File: config.mk
export PLATFORM = sky130hd
export DESIGN_NAME = ghost_motion_update
export DESIGN_NICKNAME = d
export VERILOG_FILES = /design/src/rtl/ghost_motion_update.sv
export SDC_FILE = /design/constraint.sdc
export NUM_CORES = 1
export LEC_CHECK = 0
export CORE_ASPECT_RATIO = 1.2
export CORE_MARGIN = 4
export CORE_UTILIZATION = 28
export DETAILED_ROUTE_END_ITERATION = 7
export PLACE_DENSITY = 0.51
export SETUP_SLACK_MARGIN = 0.05
export SLEW_MARGIN = 20
export SYNTH_ARGS = -nofsm -noshare
export SYNTH_HDL_FRONTEND = slang
export SYNTH_SLANG_ARGS = --single-unit
File: constraint.sdc
create_clock -name clk -period 11.4 [get_ports clk]
set_clock_uncertainty 0.1 [all_clocks]
set_input_delay 1.71 -clock clk [delete_from_list [all_inputs] [get_ports clk]]
set_output_delay 1.71 -clock clk [all_outputs]
set_load 0.05 [all_outputs]
File: src/rtl/ghost_motion_update.sv
`default_nettype none
// ============================================================================
// Module   : ghost_motion_update
// Purpose  : Per-ghost life cycle (home / active / respawn) and tile-grid
//            pixel motion with x tunnel wrap.
// Revision : 1.0  initial release
// ============================================================================
module ghost_motion_update #(
    parameter logic [10:0] HOME_X        = 11'd320,
    parameter logic [9:0]  HOME_Y        = 10'd224,
    parameter int          TILE          = 16,
    parameter int          STEP          = 2,
    parameter logic [10:0] X_WRAP_MAX    = 11'd624,
    parameter logic [7:0]  RELEASE_TICKS = 8'd60,
    parameter logic [7:0]  RESPAWN_TICKS = 8'd120
) (
    input  logic        clk,
    input  logic        rst,
    input  logic        tick,
    input  logic        freeze,
    input  logic        ghost_caught,
    input  logic [3:0]  move_direction,
    input  logic [3:0]  valid_moves,
    output logic [10:0] ghost_pos_x,
    output logic [9:0]  ghost_pos_y,
    output logic [3:0]  prev_direction,
    output logic        ghost_active
);

    localparam logic [3:0]  c_RIGHT  = 4'b0001;
    localparam logic [3:0]  c_UP     = 4'b0010;
    localparam logic [3:0]  c_DOWN   = 4'b0100;
    localparam logic [3:0]  c_LEFT   = 4'b1000;
    localparam logic [10:0] c_STEP_X = 11'(STEP);
    localparam logic [9:0]  c_STEP_Y = 10'(STEP);
    localparam logic [10:0] c_TILE_X = 11'(TILE);
    localparam logic [9:0]  c_TILE_Y = 10'(TILE);

    typedef enum logic [1:0] {
        ST_HOME    = 2'd0,
        ST_ACTIVE  = 2'd1,
        ST_RESPAWN = 2'd2
    } state_t;

    state_t      r_state, w_state_nxt;
    logic [7:0]  r_cnt, w_cnt_nxt;
    logic [10:0] r_x, w_x_nxt;
    logic [9:0]  r_y, w_y_nxt;
    logic [3:0]  r_dir, w_dir_nxt;
    logic        w_aligned;
    logic [3:0]  w_dir_sel;
    logic [10:0] w_y_down;

    assign w_aligned = ((r_x % c_TILE_X) == 11'd0) && ((r_y % c_TILE_Y) == 10'd0);
    // One extra bit exposes a DOWN step that would leave the 10-bit range
    assign w_y_down  = {1'b0, r_y} + c_STEP_X;

    always_comb begin
        w_dir_sel = r_dir;
        if (w_aligned) begin
            if ($onehot(move_direction) && ((move_direction & valid_moves) != 4'd0)) begin
                w_dir_sel = move_direction;
            end else if ((r_dir & valid_moves) != 4'd0) begin
                w_dir_sel = r_dir;
            end else begin
                w_dir_sel = 4'd0;
            end
        end
    end

    always_ff @(posedge clk) begin
        if (rst) begin
            r_state <= ST_HOME;
            r_cnt   <= 8'd0;
            r_x     <= HOME_X;
            r_y     <= HOME_Y;
            r_dir   <= 4'd0;
        end else begin
            r_state <= w_state_nxt;
            r_cnt   <= w_cnt_nxt;
            r_x     <= w_x_nxt;
            r_y     <= w_y_nxt;
            r_dir   <= w_dir_nxt;
        end
    end

    always_comb begin
        w_state_nxt = r_state;
        w_cnt_nxt   = r_cnt;
        w_x_nxt     = r_x;
        w_y_nxt     = r_y;
        w_dir_nxt   = r_dir;
        if (!freeze) begin
            if (ghost_caught) begin
                w_state_nxt = ST_RESPAWN;
                w_cnt_nxt   = 8'd0;
                w_x_nxt     = HOME_X;
                w_y_nxt     = HOME_Y;
                w_dir_nxt   = 4'd0;
            end else if (tick) begin
                case (r_state)
                    ST_HOME: begin
                        if (r_cnt == RELEASE_TICKS - 8'd1) begin
                            w_state_nxt = ST_ACTIVE;
                            w_cnt_nxt   = 8'd0;
                            w_dir_nxt   = 4'd0;
                        end else begin
                            w_cnt_nxt = r_cnt + 8'd1;
                        end
                    end
                    ST_RESPAWN: begin
                        w_x_nxt   = HOME_X;
                        w_y_nxt   = HOME_Y;
                        w_dir_nxt = 4'd0;
                        if (r_cnt == RESPAWN_TICKS - 8'd1) begin
                            w_state_nxt = ST_ACTIVE;
                            w_cnt_nxt   = 8'd0;
                        end else begin
                            w_cnt_nxt = r_cnt + 8'd1;
                        end
                    end
                    ST_ACTIVE: begin
                        w_dir_nxt = w_dir_sel;
                        // A blocked vertical edge stops the ghost instead of wrapping
                        case (w_dir_sel)
                            c_RIGHT: w_x_nxt = (r_x == X_WRAP_MAX) ? 11'd0 : r_x + c_STEP_X;
                            c_LEFT:  w_x_nxt = (r_x == 11'd0) ? X_WRAP_MAX : r_x - c_STEP_X;
                            c_DOWN: begin
                                if (w_y_down[10]) w_dir_nxt = 4'd0;
                                else              w_y_nxt   = w_y_down[9:0];
                            end
                            c_UP: begin
                                if (r_y == 10'd0) w_dir_nxt = 4'd0;
                                else              w_y_nxt   = r_y - c_STEP_Y;
                            end
                            default: w_dir_nxt = 4'd0;
                        endcase
                    end
                    default: w_state_nxt = ST_HOME;
                endcase
            end
        end
    end

    assign ghost_pos_x    = r_x;
    assign ghost_pos_y    = r_y;
    assign prev_direction = r_dir;
    assign ghost_active   = (r_state == ST_ACTIVE);

endmodule
`default_nettype wire

-- Word-level counts from Yosys, hierarchy flattened
Index checks and enable logic that the tools add are counted.
- mux-type cells: 32
- add/subtract/negate cells: 8
- bitwise logic cells: 3
- equality and inequality tests: 17
- reduce and logical (&&, ||, !) cells: 19
- operators with widths (kind ; number):
    $mux W11 ; 4
    $pmux W11 S2 ; 2
    $mux W10 ; 4
    $pmux W10 S2 ; 2
    $mux W4 ; 8
    $mux W8 ; 4
    $pmux W4 S3 ; 2
    $logic_not A11 Y1 ; 2
    $logic_not A10 Y1 ; 2
    $pmux W8 S2 ; 1
    $reduce_bool A4 Y1 ; 3
    $add A10 B2 Y11 const B ; 1
    $add A11 B2 Y11 const B ; 1
    $eq A11 B10 Y1 const B ; 1
    $sub A11 B2 Y11 const B ; 1
    $sub A10 B2 Y10 const B ; 1
    $add A8 B1 Y8 const B ; 1
    $and A4 B4 Y4 ; 2
    $eq A8 B6 Y1 const B ; 1
    $eq A8 B7 Y1 const B ; 1
    $mux W2 ; 4
    $ne A4 B2 Y1 const B ; 2
    $ne A4 B4 Y1 const B ; 2
    $reduce_and A4 Y1 ; 2
    other kinds (21) ; 25
- word-level logic and storage cells: 84
- flip-flop bits (word level): 35
- output and inout port bits: 26

-- Logic depth before layout (Yosys ltp)
Gate-level depths: netlist of run 1.
- word-level depth: 12
- mapped depth: 14
- mapped depth without buffers: 13

-- Worst setup path after synthesis of run 1
Ideal clock, no wire load.
- path type: in2reg
- start point: in move_direction[0]
- end point: reg r_y[3], in the netlist ghost_pos_y[3]
- data required time: 11.235 ns
- setup slack: 6.626 ns
- library setup time: 0.065 ns
- cell stages on the path: 13
- arrival time: 4.609 ns
- cell sequence: inv_1 > fa_1 > inv_1 > ha_1 > ha_1 > nor3b_1 > o21a_1 > o211ai_4 > a22o_4 > nor3_4 > mux2_1 > o221a_1 > nor2_1
- word-level cells in the longest chain between the ends: 11
- elaborated cells between the ends (all ways): 18
- classes of those cells: 2 x add/sub; 6 x eq/ne; 6 x mux; 1 x bitwise; 3 x reduce/logical
- RTL lines (item ; RTL line ; text):
    start: declaration ; 22 ; input logic [3:0] move_direction,
    $add A1 B1 Y2 (implied by the code) ; 61 ; if ($onehot(move_direction) && ((move_direction & valid_moves) != 4'd0)) begin
    $add A2 B2 Y3 (implied by the code) ; 61 ;
    $eq A3 B1 Y1 ; 61 ;
    $logic_and A1 B1 Y1 ; 61 ;
    $mux W4 * ; 61 ;
    $mux W4 * ; 60 ; if (w_aligned) begin
    $eq A4 B2 Y1 or $eq A4 B3 Y1 (tied branches) ; 125 ; case (w_dir_sel)
    $pmux W10 S2 ; 125 ;
    $pmux W10 S2 ; 101 ; case (r_state)
    $mux W10 ; 100 ; end else if (tick) begin
    $mux W10 ; 94 ; if (ghost_caught) begin
    end signal: assignment ; 82 ; r_y <= w_y_nxt;
    end: declaration ; 48 ; logic [9:0] r_y, w_y_nxt;
Mark *: on every way between the ends. The rest lies on a longest branch, timed or not. The select of a mux whose other input is x is not followed.
A chain may end at the register's enable or synchronous reset.

-- Worst setup path in the final report of run 1
- start point: in move_direction[0]
- end point: reg r_y[9], in the netlist ghost_pos_y[9]
Same word-level chain as after synthesis.

==> flow_summary.toml, run 1 <==
[run_status]
run_status = "complete, no violations"

[timing]
rsz0062_at_grt = "false"
setup-tns-final_ps = 0
hold_viol_final = 0
period_minus_slack_ps = 5341
maxSlewHeadroom = 0.3207
setup_violations = 0
worst_pin_slew_ps = 1014
maxClockFrequency_ghz = 0.1872
final-max-slew-violation-count = 0
fin_ws_ps = 6059
final_worst_path_period_share = 0.4685
hold_slack_ps = 393.0

[critical_path]
worstRegToRegCells = 8
crit_family = "compound AO/OA/AOI/OAI gates"
slowest_stage = "clkdlybuf4s50_1"
critical_path_depth = 14
critical_path_class = "in -> reg"
timing.critical_path.from_type = "input port"
timing.critical_path.arrival_ps = 5420
cp_data_required_time_ps = 11480
r2r_start = "ghost_pos_y[2]$_SDFFE_PP0P_"
worst_setup_path_end_kind = "register"
critical_path.n_buffers_inverters = 3
cp_cell_sequence = "clkdlybuf4s50_1 -> inv_1 -> fa_1 -> inv_1 -> ha_1 -> ha_1 -> nor3b_1 -> o21a_1 -> o211ai_4 -> a22oi_2 -> nand3_2 -> a211oi_4 -> o22ai_1 -> a21bo_1"
endpoint_of_the_most_critical_register_to_register_path = "ghost_pos_x[9]$_SDFFE_PP0P_"
worst-r2r-setup-slack_ps = 8650
worst_path_largest_cell_delay_ps = 570
cp_max_fo = 10

[synth]
yosys_warnings = 0
post_synth_num_cell_types = 70
synthesis.area_per_instance_um2 = 7.984
synth_ff_type = "dfxtp_1"
ys_seq_area_frac = 0.2586
synth.cell_area_um2 = 2555
postSynthRegisterBits = 33
syn_inst = 320
ys_async_sr_fraction = 0
edff_count_synth = 0

[floorplanning]
design.core.area_um2 = 8750
die-area_um2 = 10720
die_height_um = 112.6
die_w_um = 95.20
initial_core_utilization = 0.2920
std_cell_rows = 37
io_pins = 39

[cts]
holdBufCountCts = 0
tritoncts = "done"
cts_inserted_buffers = 5
clk_latency_ps = 280
ctsHtreeMaxLevel = 2
max-clock-path-buffers = 2
post_cts_resize_count = 0
cts_root_buf = "clkbuf_8"
cts.clk_slew.worst_paths_ps = 70
cts.sink_count = 33
postCtsSetupBuffers = 0

[routing]
finalWirelength_mm = 6.660
vias = 2414
antenna_left = 0
drt_first_iter_violations = 69
via_density = 5.169
drt_drc_violations_left = 0
route.detailed.wl_per_inst_um = 14.26
drt_pass1_iterations = 4

[grt]
grt_max_degree = 16
groute.usage.overall = 0.1284
grt_pass1_wl_mm = 11.24
antenna_found_initial = 0
first_global_vias = 2325
gr-total-overflow = 0

[finish]
number_of_antenna_repair_diodes = 0
regArea_um2 = 660.6
final_nets = 371
layout-drive-gt1-share = 0.07143
synthToLayoutAreaGrowth_pct = 20.67
final_cell_mix = "nor2_1, clkdlybuf4s50_1, dfxtp_1, nand2_1, inv_1"
multi_input_comb_area_um2 = 1765
fillers = 922
finalCoreUtilization = 0.3524
mostFrequentLayoutCell = "nor2_1"

[power_and_ir_drop]
int_power_uw = 178.6
p_leak_uw = 0.001128
p_clk_frac = 0.371
power.density_nw_per_um2 = 79.14
p_switching_uw = 65.37
sequentialPowerShare = 0.479
worst_ir_drop_vdd_mv = 0.03551
power_share_of_the_combinational_group = 0.149
p_sw_frac = 0.2679

[placed_design]
placement.io_buffers = 36
pre_cts_slack_ps = 5776
routability_driven_placement_congestion_ratio = 0.7803
detailedPlacementHpwl_mm = 4.979

[worst_hold_path]
whs_path_depth = 1
kind_of_path_behind_the_tightest_hold_check = "reg -> reg"
hold_end = "ghost_pos_y[5]$_SDFFE_PP1P_"
hold_start = "ghost_pos_y[5]$_SDFFE_PP1P_"

[flow_run]
cap_violations = 0
==> registers in the layout (all words and copies together), names as in the netlist <==
| register | flops |
|---|---|
| ghost_pos_x | 10 |
| ghost_pos_y | 9 |
| r_cnt | 8 |
| prev_direction | 4 |
| r_state | 2 |
==> cell type report <==
type / count / share of cell area
Inverter: 17 / 0.02070
Tap cell: 117 / 0.04748
Multi-Input combinational cell: 257 / 0.5726
Clock buffer: 7 / 0.02800
Timing Repair Buffer: 36 / 0.1169
Sequential cell: 33 / 0.2143
==> synth_stat cells, types with 3 or more instances <==
cell type	count	area, um2
nor2_1	40	150.1
dfxtp_1	33	660.6
nand2_1	22	82.58
inv_1	17	63.81
a21oi_1	15	75.07
nand3_1	15	75.07
and3_1	10	62.56
nor3_1	10	50.05
clkbuf_1	9	33.78
o21ai_1	9	45.04
xor2_1	9	78.83
ha_1	7	87.58
o21ai_0	7	35.03
o22ai_1	7	43.79
xnor2_1	6	52.55
a22o_1	5	43.79
a22oi_1	5	37.54
nand4_1	5	31.28
a21o_1	4	30.03
a31oi_1	4	25.02
mux2i_1	4	40.04
nand2b_1	4	25.02
nor2b_1	4	25.02
or3_1	4	25.02
nand3b_1	3	22.52
o31ai_1	3	22.52
==> power groups by stage <==
stage	registers, uW	clock network [uW]	logic, uW
3_3_place_gp	120	0	36.4
6_report	117	90.6	36.5
3_5_place_dp	120	0	36.5
2_1_floorplan	119	0	26.2
4_1_cts	117	96.6	36.8
5_1_grt	117	100	40.5
==> worst max-delay path by stage <==
stage / start / end / slack, ps
after detailed placement: move_direction[0] / ghost_pos_y[3]$_SDFFE_PP0P_ / 5780
after CTS: move_direction[0] / ghost_pos_y[3]$_SDFFE_PP0P_ / 6080
after global routing: move_direction[0] / ghost_pos_x[4]$_SDFFE_PP0P_ / 5790
final: move_direction[0] / ghost_pos_y[9]$_SDFFE_PP0P_ / 6060
after global placement: move_direction[1] / ghost_pos_y[5]$_SDFFE_PP1P_ / 5820
after floorplan: move_direction[0] / ghost_pos_y[3]$_SDFFE_PP0P_ / 6630
==> worst register-to-register path: cells and delay by family (launching register included) <==
family / cells / cell delay (ps)
AO/OA/AOI/OAI: 3 / 770
flip-flops: 1 / 400
AND/OR/NAND/NOR: 5 / 1390
==> through the flow <==
step,std cells,cell area (um2),total power (uW)
after floorplan,321,2559,145.5
after global placement,460,2997,155.9
after detailed placement,460,2997,156.1
after CTS,467,3083,250.2
after global routing,467,3083,257.8
final,467,3083,244.0
==> routing by layer <==
metal | GRT usage | vias to the layer above | wire [um]
met5 | 0 | - | 0
met1 | 0.1695 | 1128 | 3214
met2 | 0.2116 | 38 | 3162
met3 | 0.02212 | 5 | 203
met4 | 0.03754 | 0 | 80
li1 | - | 1243 | -
==> kinds of logic after synthesis <==
kind of cell             count (synthesis)  share of synthesized area
multiplexers                             6                    0.02449
flip-flops                              33                     0.2586
XOR/XNOR                                15                    0.05142
other                                    1                   0.001468
buffers and inverters                   31                    0.05190
AO/OA/AOI/OAI                           90                     0.2850
AND/OR/NAND/NOR                        136                     0.2850
adder cells (fa/ha/maj)                  8                    0.04211
No activity file was read; power rests on OpenSTA's default activity.
==> run 2, diff against run 1 <==
- PLACE_DENSITY: 0.51 -> 0.53
- clock period: 11.4 -> 4.9 ns (I/O delays scaled with it)
==> run 2 against run 1 <==
- total power up 130%
- count of clock-buffer cells in the layout down 1
- first-iteration DRC count down 12%
- register-to-register slack worse by 6500 ps
- combinational power up 130%
- sequential share of layout area about the same
- sequential cell count unchanged
- clock power up 130%
- critical path depth unchanged
==> flow_summary.toml, run 2 (synthesis results as in run 1) <==
[finish]
final_cell_mix = "nor2_1, clkdlybuf4s50_1, dfxtp_1, nand2_1, inv_1"
layout-drive-gt1-share = 0.07670
synthToLayoutAreaGrowth_pct = 20.81
mostFrequentLayoutCell = "nor2_1"
post_layout_nonfiller_instances = 469
largest_register_ffs = 10
final_nets = 372
number_of_antenna_repair_diodes = 0

[cts]
clk_latency_ps = 280
ctsHtreeMaxLevel = 2
cts.clk_slew.worst_paths_ps = 80
cts.sink_count = 33
max-clock-path-buffers = 2
holdBufCountCts = 0
post_cts_resize_count = 0
postCtsSetupBuffers = 0
cts_inserted_buffers = 5
cts_root_buf = "clkbuf_8"
tritoncts = "done"

[floorplanning]
die-area_um2 = 10720
initial_core_utilization = 0.2920
die_height_um = 112.6
std_cell_rows = 37
die_w_um = 95.20
io_pins = 39
design.core.area_um2 = 8750

[power_and_ir_drop]
p_sw_frac = 0.2837
p_switching_uw = 159.4
p_clk_frac = 0.366
int_power_uw = 402.6
sequentialPowerShare = 0.484
power.density_nw_per_um2 = 182.1
power_share_of_the_combinational_group = 0.150
worst_ir_drop_vdd_mv = 0.09351
p_leak_uw = 0.001133

[routing]
antenna_left = 0
via_density = 5.194
route.detailed.wl_per_inst_um = 13.86
route.met3.wl_um = 235
drt_drc_violations_left = 0
max_layer_used = "met4"
finalWirelength_mm = 6.500
met2_routed_length_mm = 2.987
drt_pass1_iterations = 4
wl_met1_mm = 3.192
drt_first_iter_violations = 61
vias = 2436

[worst_hold_path]
whs_path_depth = 2
kind_of_path_behind_the_tightest_hold_check = "reg -> reg"

[critical_path]
worst-r2r-setup-slack_ps = 2150
worstRegToRegCells = 7
endpoint_of_the_most_critical_register_to_register_path = "ghost_pos_y[3]$_SDFFE_PP0P_"
timing.critical_path.arrival_ps = 4460
worst_setup_path_end_kind = "register"
cp_data_required_time_ps = 5030
setup.worst_path.start = "move_direction[1]"
cp_max_fo = 9
timing.critical_path.from_type = "input port"
r2r_start = "ghost_pos_y[1]$_SDFFE_PP0P_"
critical_path_class = "in -> reg"
critPathCapture = "ghost_pos_y[3]$_SDFFE_PP0P_"

[timing]
setup_violations = 0
hold_viol_final = 0
maxSlewHeadroom = 0.3429
setup-tns-final_ps = 0
final_worst_path_period_share = 0.8839
rsz0062_at_grt = "false"
period_minus_slack_ps = 4331
final-max-slew-violation-count = 0
maxClockFrequency_ghz = 0.2309
worst_pin_slew_ps = 981.0

[flow_run]
cap_violations = 0

[placed_design]
place_inst = 461
routability_driven_placement_congestion_ratio = 0.8551
detailedPlacementHpwl_mm = 4.822
placement.io_buffers = 36

[grt]
gr-total-overflow = 0
first_global_vias = 2275
groute.usage.overall = 0.1226
grt_max_degree = 16
antenna_found_initial = 0
grt_pass1_wl_mm = 10.72

[run_status]
run_status = "complete, no violations"
==> run 2: critical path, stage by stage <==
cell and delay [ps]:
clkdlybuf4s50_1 600, inv_1 90, fa_1 510, inv_1 40
ha_1 170, ha_1 260, nor3b_1 250, o21a_1 250
o211ai_4 160, a22o_4 280, nor3_4 440, mux2_1 390
o221a_1 210, nor2_1 70
==> run 2: area by class of cell <==
type / instances / area, um2
inverter: 17 / 63.81
sequential: 33 / 660.6
clock buffer: 6 / 72.57
fill: 916 / 5663
timing repair buffer: 37 / 367.9
clock inverter: 2 / 10.01
tap: 117 / 146.4
multi-input combinational: 257 / 1765
==> run 2: stage by stage <==
step | power (uW) | util | cell area (um2) | worst slack (ps) | hold WS [ps]
after floorplan | 338.6 | - | 2559 | 1101 | 370.4
after global placement | 362.9 | 0.3433 | 3004 | 295.3 | 368.1
after detailed placement | 362.8 | 0.3433 | 3004 | 228.7 | 378.7
after CTS | 570.7 | 0.3528 | 3087 | 538.2 | 390.6
after global routing | 593.4 | 0.3528 | 3087 | 216.8 | 436.2
final | 562.1 | 0.3528 | 3087 | 569.0 | 394.5
==> run 2: worst min-delay path by stage <==
| stage | endpoint | start | slack (ps) |
|---|---|---|---|
| after global placement | ghost_pos_y[5]$_SDFFE_PP1P_ | ghost_pos_y[5]$_SDFFE_PP1P_ | 370 |
| after global routing | ghost_pos_y[5]$_SDFFE_PP1P_ | ghost_pos_y[5]$_SDFFE_PP1P_ | 440 |
| after detailed placement | ghost_pos_y[7]$_SDFFE_PP1P_ | ghost_pos_y[7]$_SDFFE_PP1P_ | 380 |
| final | ghost_pos_y[7]$_SDFFE_PP1P_ | ghost_pos_y[7]$_SDFFE_PP1P_ | 390 |
| after CTS | ghost_pos_y[7]$_SDFFE_PP1P_ | ghost_pos_y[7]$_SDFFE_PP1P_ | 390 |
| after floorplan | r_cnt[7]$_SDFFE_PP0P_ | r_cnt[7]$_SDFFE_PP0P_ | 370 |
==> run 2: power groups by stage <==
stage / clock, uW / combinational [uW] / sequential (uW)
6_report: 206 / 84.4 / 272
5_1_grt: 228 / 93.5 / 272
4_1_cts: 214 / 85.2 / 272
3_5_place_dp: 0 / 84.7 / 278
3_3_place_gp: 0 / 84.8 / 278
2_1_floorplan: 0 / 61.1 / 278
==> run 2: layer usage <==
metal | track usage | vias up
met1 | 0.1628 | 1136
met2 | 0.1943 | 52
met5 | 0 | -
met3 | 0.02614 | 7
met4 | 0.04235 | 0
li1 | - | 1241
